File: src/rtl/game_step_scheduler.sv
// Frame scheduler for the Pong datapath: counts millisecond ticks into frames and
// runs the paddle, ball, collide and score units in order through a start/done handshake.
module game_step_scheduler #(
  parameter int unsigned FRAME_MS    = 16,
  parameter int unsigned TIMEOUT_CYC = 255
) (
  input  logic       clk,
  input  logic       rst_n,
  input  logic       clk_1ms,
  input  logic       enable,
  input  logic [3:0] step_done,
  input  logic       clr_err,
  output logic [3:0] step_start,
  output logic [1:0] phase,
  output logic       busy,
  output logic       frame_tick,
  output logic       overrun,
  output logic       timeout_err
);

  typedef enum logic [1:0] {S_IDLE, S_START, S_WAIT} state_t;

  localparam logic [7:0] FRAME_LAST = 8'(FRAME_MS - 1);
  localparam logic [7:0] WAIT_LAST  = 8'(TIMEOUT_CYC - 1);

  state_t     state_q, state_d;
  logic       clk_1ms_q;
  logic [7:0] ms_cnt_q, ms_cnt_d;
  logic [7:0] wait_cnt_q, wait_cnt_d;
  logic [1:0] phase_q, phase_d;
  logic [3:0] step_start_q, step_start_d;
  logic       busy_q, busy_d;
  logic       frame_tick_q, frame_tick_d;
  logic       overrun_q, overrun_d;
  logic       timeout_err_q, timeout_err_d;

  logic ms_tick, frame_req, done_sel, ovr_evt, to_evt;

  // NOTE: every signal driven here gets a default first, so no path can infer a latch.
  always_comb begin
    ms_tick   = clk_1ms & ~clk_1ms_q;
    ms_cnt_d  = ms_cnt_q;
    frame_req = 1'b0;
    if (ms_tick && enable) begin
      if (ms_cnt_q == FRAME_LAST) begin
        ms_cnt_d  = 8'd0;
        frame_req = 1'b1;
      end else begin
        ms_cnt_d = ms_cnt_q + 8'd1;
      end
    end
  end

  always_comb begin
    state_d    = state_q;
    phase_d    = phase_q;
    wait_cnt_d = wait_cnt_q;
    to_evt     = 1'b0;
    done_sel   = step_done[phase_q];
    unique case (state_q)
      S_IDLE: begin
        if (frame_req) begin
          state_d = S_START;
          phase_d = 2'd0;
        end
      end
      S_START: begin
        state_d    = S_WAIT;
        wait_cnt_d = 8'd0;
      end
      S_WAIT: begin
        // A done that lands on the deadline cycle counts as an answer, not a timeout.
        if (done_sel || wait_cnt_q == WAIT_LAST) begin
          to_evt = ~done_sel;
          if (phase_q == 2'd3) begin
            state_d = S_IDLE;
            phase_d = 2'd0;
          end else begin
            state_d = S_START;
            phase_d = phase_q + 2'd1;
          end
        end else begin
          wait_cnt_d = wait_cnt_q + 8'd1;
        end
      end
      default: begin
        state_d = S_IDLE;
        phase_d = 2'd0;
      end
    endcase

    ovr_evt       = frame_req && (state_q != S_IDLE);
    busy_d        = (state_d != S_IDLE);
    frame_tick_d  = frame_req && (state_q == S_IDLE);
    step_start_d  = (state_d == S_START) ? (4'b0001 << phase_d) : 4'b0000;
    overrun_d     = ovr_evt | (overrun_q & ~clr_err);
    timeout_err_d = to_evt | (timeout_err_q & ~clr_err);
  end

  // NOTE: non-blocking assignments so every flop samples the values from before the edge.
  always_ff @(posedge clk or negedge rst_n) begin
    if (!rst_n) begin
      state_q       <= S_IDLE;
      clk_1ms_q     <= 1'b0;
      ms_cnt_q      <= 8'd0;
      wait_cnt_q    <= 8'd0;
      phase_q       <= 2'd0;
      step_start_q  <= 4'b0000;
      busy_q        <= 1'b0;
      frame_tick_q  <= 1'b0;
      overrun_q     <= 1'b0;
      timeout_err_q <= 1'b0;
    end else begin
      state_q       <= state_d;
      clk_1ms_q     <= clk_1ms;
      ms_cnt_q      <= ms_cnt_d;
      wait_cnt_q    <= wait_cnt_d;
      phase_q       <= phase_d;
      step_start_q  <= step_start_d;
      busy_q        <= busy_d;
      frame_tick_q  <= frame_tick_d;
      overrun_q     <= overrun_d;
      timeout_err_q <= timeout_err_d;
    end
  end

  assign step_start  = step_start_q;
  assign phase       = phase_q;
  assign busy        = busy_q;
  assign frame_tick  = frame_tick_q;
  assign overrun     = overrun_q;
  assign timeout_err = timeout_err_q;

endmodule

File: config.mk
export PLATFORM = sky130hd
export DESIGN_NAME = game_step_scheduler
export DESIGN_NICKNAME = d
export VERILOG_FILES = /design/src/rtl/game_step_scheduler.sv
export SDC_FILE = /design/constraint.sdc
export NUM_CORES = 1
export LEC_CHECK = 0
export ABC_AREA = 1
export ABC_CLOCK_PERIOD_IN_PS = 4400
export CAP_MARGIN = 20
export CORE_MARGIN = 1
export CORE_UTILIZATION = 58
export CTS_CLUSTER_SIZE = 25
export DETAILED_ROUTE_END_ITERATION = 8
export PLACE_DENSITY = 0.88
export SYNTH_ARGS = -nofsm -noshare
export SYNTH_HDL_FRONTEND = slang
export SYNTH_SLANG_ARGS = --single-unit
File: constraint.sdc
create_clock -name clk -period 4.4 [get_ports clk]
set_clock_uncertainty 0.15 [all_clocks]
set_input_delay 0.88 -clock clk [delete_from_list [all_inputs] [get_ports clk]]
set_output_delay 0.88 -clock clk [all_outputs]
set_load 0.01 [all_outputs]
# == Yosys cells after proc, flatten, opt, wreduce, memory -nomap -nowiden ==
# Index checks and enable logic that the tools add are counted.
# word_totals
output_inout_bits,10
mem_count,0
ramBits,0
latch_bits,0
romBits,0
regBits,29
in_bits,9
# op_classes
muxes,18
add_sub_neg,3
n_bitwise,8
magnitude_cmp,1
div,0
mul,0
n_reduce_logical,9
n_shift,1
eq_ne,7
# ops
operator,count
$add A8 B1 Y8 const B,2
$mux W8,2
$pmux W8 S2,1
$pmux W2 S3,2
$mux W2,5
$eq A8 B4 Y1 const B,1
$eq A8 B8 Y1 const B,1
$mux W1,6
$reduce_bool A2 Y1,3
$eq A2 B1 Y1 const B,2
$eq A2 B2 Y1 const B,2
$mux W4,1
$shl A1 B2 Y4 const A,1
$and A1 B1 Y1,3
$logic_and A1 B1 Y1,3
$lt A2 B3 Y1 const B,1
$not A1 Y1,3
$add A2 B1 Y2 const B,1
$bmux W1 S2,1
$logic_not A2 Y1,1
$ne A2 B2 Y1 const B,1
$or A1 B1 Y1,2
$reduce_and A2 Y1,1
$logic_or A1 B1 Y1,1

# == Depth between registers and ports, before layout ==
# logic_depth
depth_word,8
ltp_mapped,11
ltp_nobuf,11

# == Least setup slack after synthesis ==
# No wires, ideal clock.
# synth_timing
path_kind,input -> register
startpoint,in enable
endpoint,reg ms_cnt_q[6]
arrival_time_ns,1.649
cell_stages,6
setup_ns,0.124
slack_ns,2.477
cell_sequence,nand2_1 -> nor2_2 -> inv_1 -> nor3_1 -> nand2_1 -> xor2_1
# synth_via
elab_chain_len,1
# synth_rtl
element,line,source
from (decl),10,"input logic enable,"
$logic_and A1 B1 Y1,44,if (ms_tick && enable) begin
to (signal assigned),116,ms_cnt_q <= ms_cnt_d;
to (decl),28,"logic [7:0] ms_cnt_q, ms_cnt_d;"
# Every way passes these cells.
# A chain may end at the register's enable or synchronous reset.

# == Worst setup path after layout ==
# layout_timing
startpoint,reg phase_q[0] (netlist: phase[0])
endpoint,out phase[0]
# layout_rtl
element,line,source
from (decl),30,"logic [1:0] phase_q, phase_d;"
from (signal assigned),118,phase_q <= phase_d;
to (decl),14,"output logic [1:0] phase,"
# No word-level cell between the ends.

==> impl_metrics.toml <==
[logic_synthesis]
synth_seq_area_share_pct = 47.8
synth_top_flop_cell = "dfrtp_1"
synth-seq-cells = 29
synth_cells = 178
synth_edf_count = 0
yosysUniqueCellTypes = 24
synth_area_leaders = "dfrtp_1 (48%), nand2_1 (8.9%), inv_1 (5.9%), nand3_1 (4.6%), nor2_1 (4.4%)"
syn-num-nets = 191
synth_top_cell_by_area = "dfrtp_1"
yosys_warnings = 0
synth_commonest_cells = "nand2_1 (36), dfrtp_1 (29), inv_1 (24)"
yosysMostFrequentCell = "nand2_1"
synthArstFlopShare_pct = 100
netlist_area_um2 = 1520
syn_area_per_cell_um2 = 8.53
netlist.area_leader.share_pct = 47.8

[timing]
period_needed_ns = 2.49
worst_slew_pin_slew_ns = 0.367
rsz0062_at_grt = "false"
fin_ws_ns = 1.91
final-hold-violation-count = 0
finalCritPeriodShare_pct = 56.6
hold_ws_ns = 0.333
max_slew_margin_pct = 75.6
fmax_mhz = 401
fin_tns_setup_ns = 0
finalSetupViolCount = 0
finalMaxSlewViolations = 0

[min_path]
hold_depth = 1
hold_class = "reg2reg"
hp-start = "ms_cnt_q[7]$_DFFE_PN0P_"
hold-path-endpoint = "ms_cnt_q[7]$_DFFE_PN0P_"

[global_route]
antenna_found_initial = 0
grt_pass1_wl_um = 4920
grt_usage_pct = 25.4
grt_max_degree = 30
grt-ovfl-total = 0
grt_pass1_vias = 1158

[drt]
via_count = 1253
first_iter_violations = 25
drt_pass1_iterations = 4
drc = 0
postRouteAntennaNets = 0
vias_per_cell = 5.35
wl_per_cell_um = 12.6
drt-total-wl_um = 2950

[layout]
antenna-diode-count = 0
areaGrowthSynthToFinish_pct = 18.5
drive_above_1_share_pct = 15.2
fin_nets = 217

[die]
start_util_pct = 61.3
die_area_um2 = 2830
rows = 18
core_area_um2 = 2480
die_w_um = 53.2
ios = 19
die_h_um = 53.2

[power]
power.share.sequential_pct = 44.4
irDropWorstVdd_uv = 357
p_comb_share_pct = 35.7
sw_frac_of_total_pct = 38.9
p_leak_nw = 0.853
internal_power_mw = 0.501
p_per_area_nw_per_um2 = 456
pwr-share-clk_pct = 19.8
p_sw_mw = 0.319

[status]
status = "finished, final reports clean"

[critical_path]
reg2reg_depth = 10
ff2ff_setup_slack_ns = 2.68
crit_arrival_ns = 1.46
reg2reg_from = "wait_cnt_q[0]$_DFFE_PN0P_"
critPathSlowestCell = "clkdlybuf4s50_1"
cp_num_buf_inv = 1
crit_fanout = 9
crit_chain = "clkdlybuf4s50_1"
path_class = "reg2out"
slowest_delay_ns = 0.60
setup.worst_path.end_class = "output pin"
crit_required_ns = 3.37
crit_cells = 1
reg2reg_to = "wait_cnt_q[6]$_DFFE_PN0P_"
cp_top_family = "buffers and inverters"
critPathLaunchType = "flip-flop"

[clocking]
clock_latency_ns = 0.33
clock_sinks = 29
post_cts_buffers = 0
clockBufferDepth = 2
clk_pin_slew_worst_paths_ns = 0.08
cts_tree = "yes"
post_cts_resize_count = 0
numCtsBuffers = 5
h-tree-depth = 2
cts_root_buffer = "clkbuf_4"
postCtsHoldBufs = 0

[placement]
gp_routability_congestion = 0.917
portBuffers = 18
dp_slack_ns = 1.79
place_hpwl_um = 2190

[flow_run]
maxCapViolations = 0
[stage by stage]
| stage | area [um^2] | utilization, % | std cells | total power [mW] |
|---|---|---|---|---|
| floorplan | 1520 | - | 178 | 0.571 |
| global placement | 1740 | 70.4 | 227 | 0.645 |
| detailed placement | 1740 | 70.4 | 227 | 0.660 |
| CTS | 1800 | 72.6 | 234 | 0.822 |
| global route | 1800 | 72.6 | 234 | 0.886 |
| finish | 1800 | 72.6 | 234 | 0.820 |
[layout make-up]
type	count	area, um^2
Sequential cell	29	726
Fill cell	180	678
Inverter	26	97.6
Tap cell	30	37.5
Clock buffer	7	55.1
Multi-Input combinational cell	123	696
Timing Repair Buffer	19	188
[cell families (layout without fill, tap and decap cells)]
kind of cell,Yosys count,count (layout),share of synthesized area (%)
compound gates,15,15,6.09
simple gates,97,97,32.4
fa+ha+maj,4,4,3.30
buf+inv,26,52,6.43
flops,29,29,47.8
xor+xnor,7,7,4.04
[sequential cells by signal, summed over array words and instances (netlist names)]
signal and flops:
clk_1ms_q 1, overrun 1, busy 1, phase 2, step_start 4, wait_cnt_q 8
frame_tick 1, state_q 2, timeout_err 1, ms_cnt_q 8
[cells in the final DEF, fill, tap and decap left out, drive strengths merged, types with 3 or more instances in the layout]
| cell type | instances |
|---|---|
| ha | 4 |
| inv | 26 |
| nor2 | 22 |
| nand2 | 45 |
| o22ai | 3 |
| clkbuf | 7 |
| nor3 | 7 |
| o21ai | 7 |
| dfrtp | 29 |
| nand4 | 3 |
| nand3 | 19 |
| clkdlybuf4s50 | 18 |
| xor2 | 7 |
| a21oi | 3 |
[layer usage]
layer  global-route usage [%]  routed length, um  share of wire (%)  vias up
met1                     29.0               1270                 43      601
met3                     9.48                129                4.4        9
met4                     10.5                 56                1.9        0
li1                         -                  -                  -      617
met2                     42.4               1490                 51       26
met5                        0                  0                  0        -
[worst max-delay path by stage]
stage                            start                 endpoint
floorplan                       enable  ms_cnt_q[6]$_DFFE_PN0P_
detailed placement             clk_1ms  ms_cnt_q[7]$_DFFE_PN0P_
global placement               clk_1ms  ms_cnt_q[6]$_DFFE_PN0P_
finish              phase[0]$_DFF_PN0_                 phase[0]
CTS                 phase[0]$_DFF_PN0_                 phase[0]
global route        phase[0]$_DFF_PN0_                 phase[0]
[power groups by stage]
stage | clock (mW) | combinational (mW) | sequential (mW)
after floorplan | 0 | 0.210 | 0.361
after global placement | 0 | 0.280 | 0.365
after detailed placement | 0 | 0.292 | 0.368
after CTS | 0.163 | 0.295 | 0.364
after global routing | 0.179 | 0.335 | 0.372
final | 0.163 | 0.293 | 0.364
(Power assumes the default switching activity.)
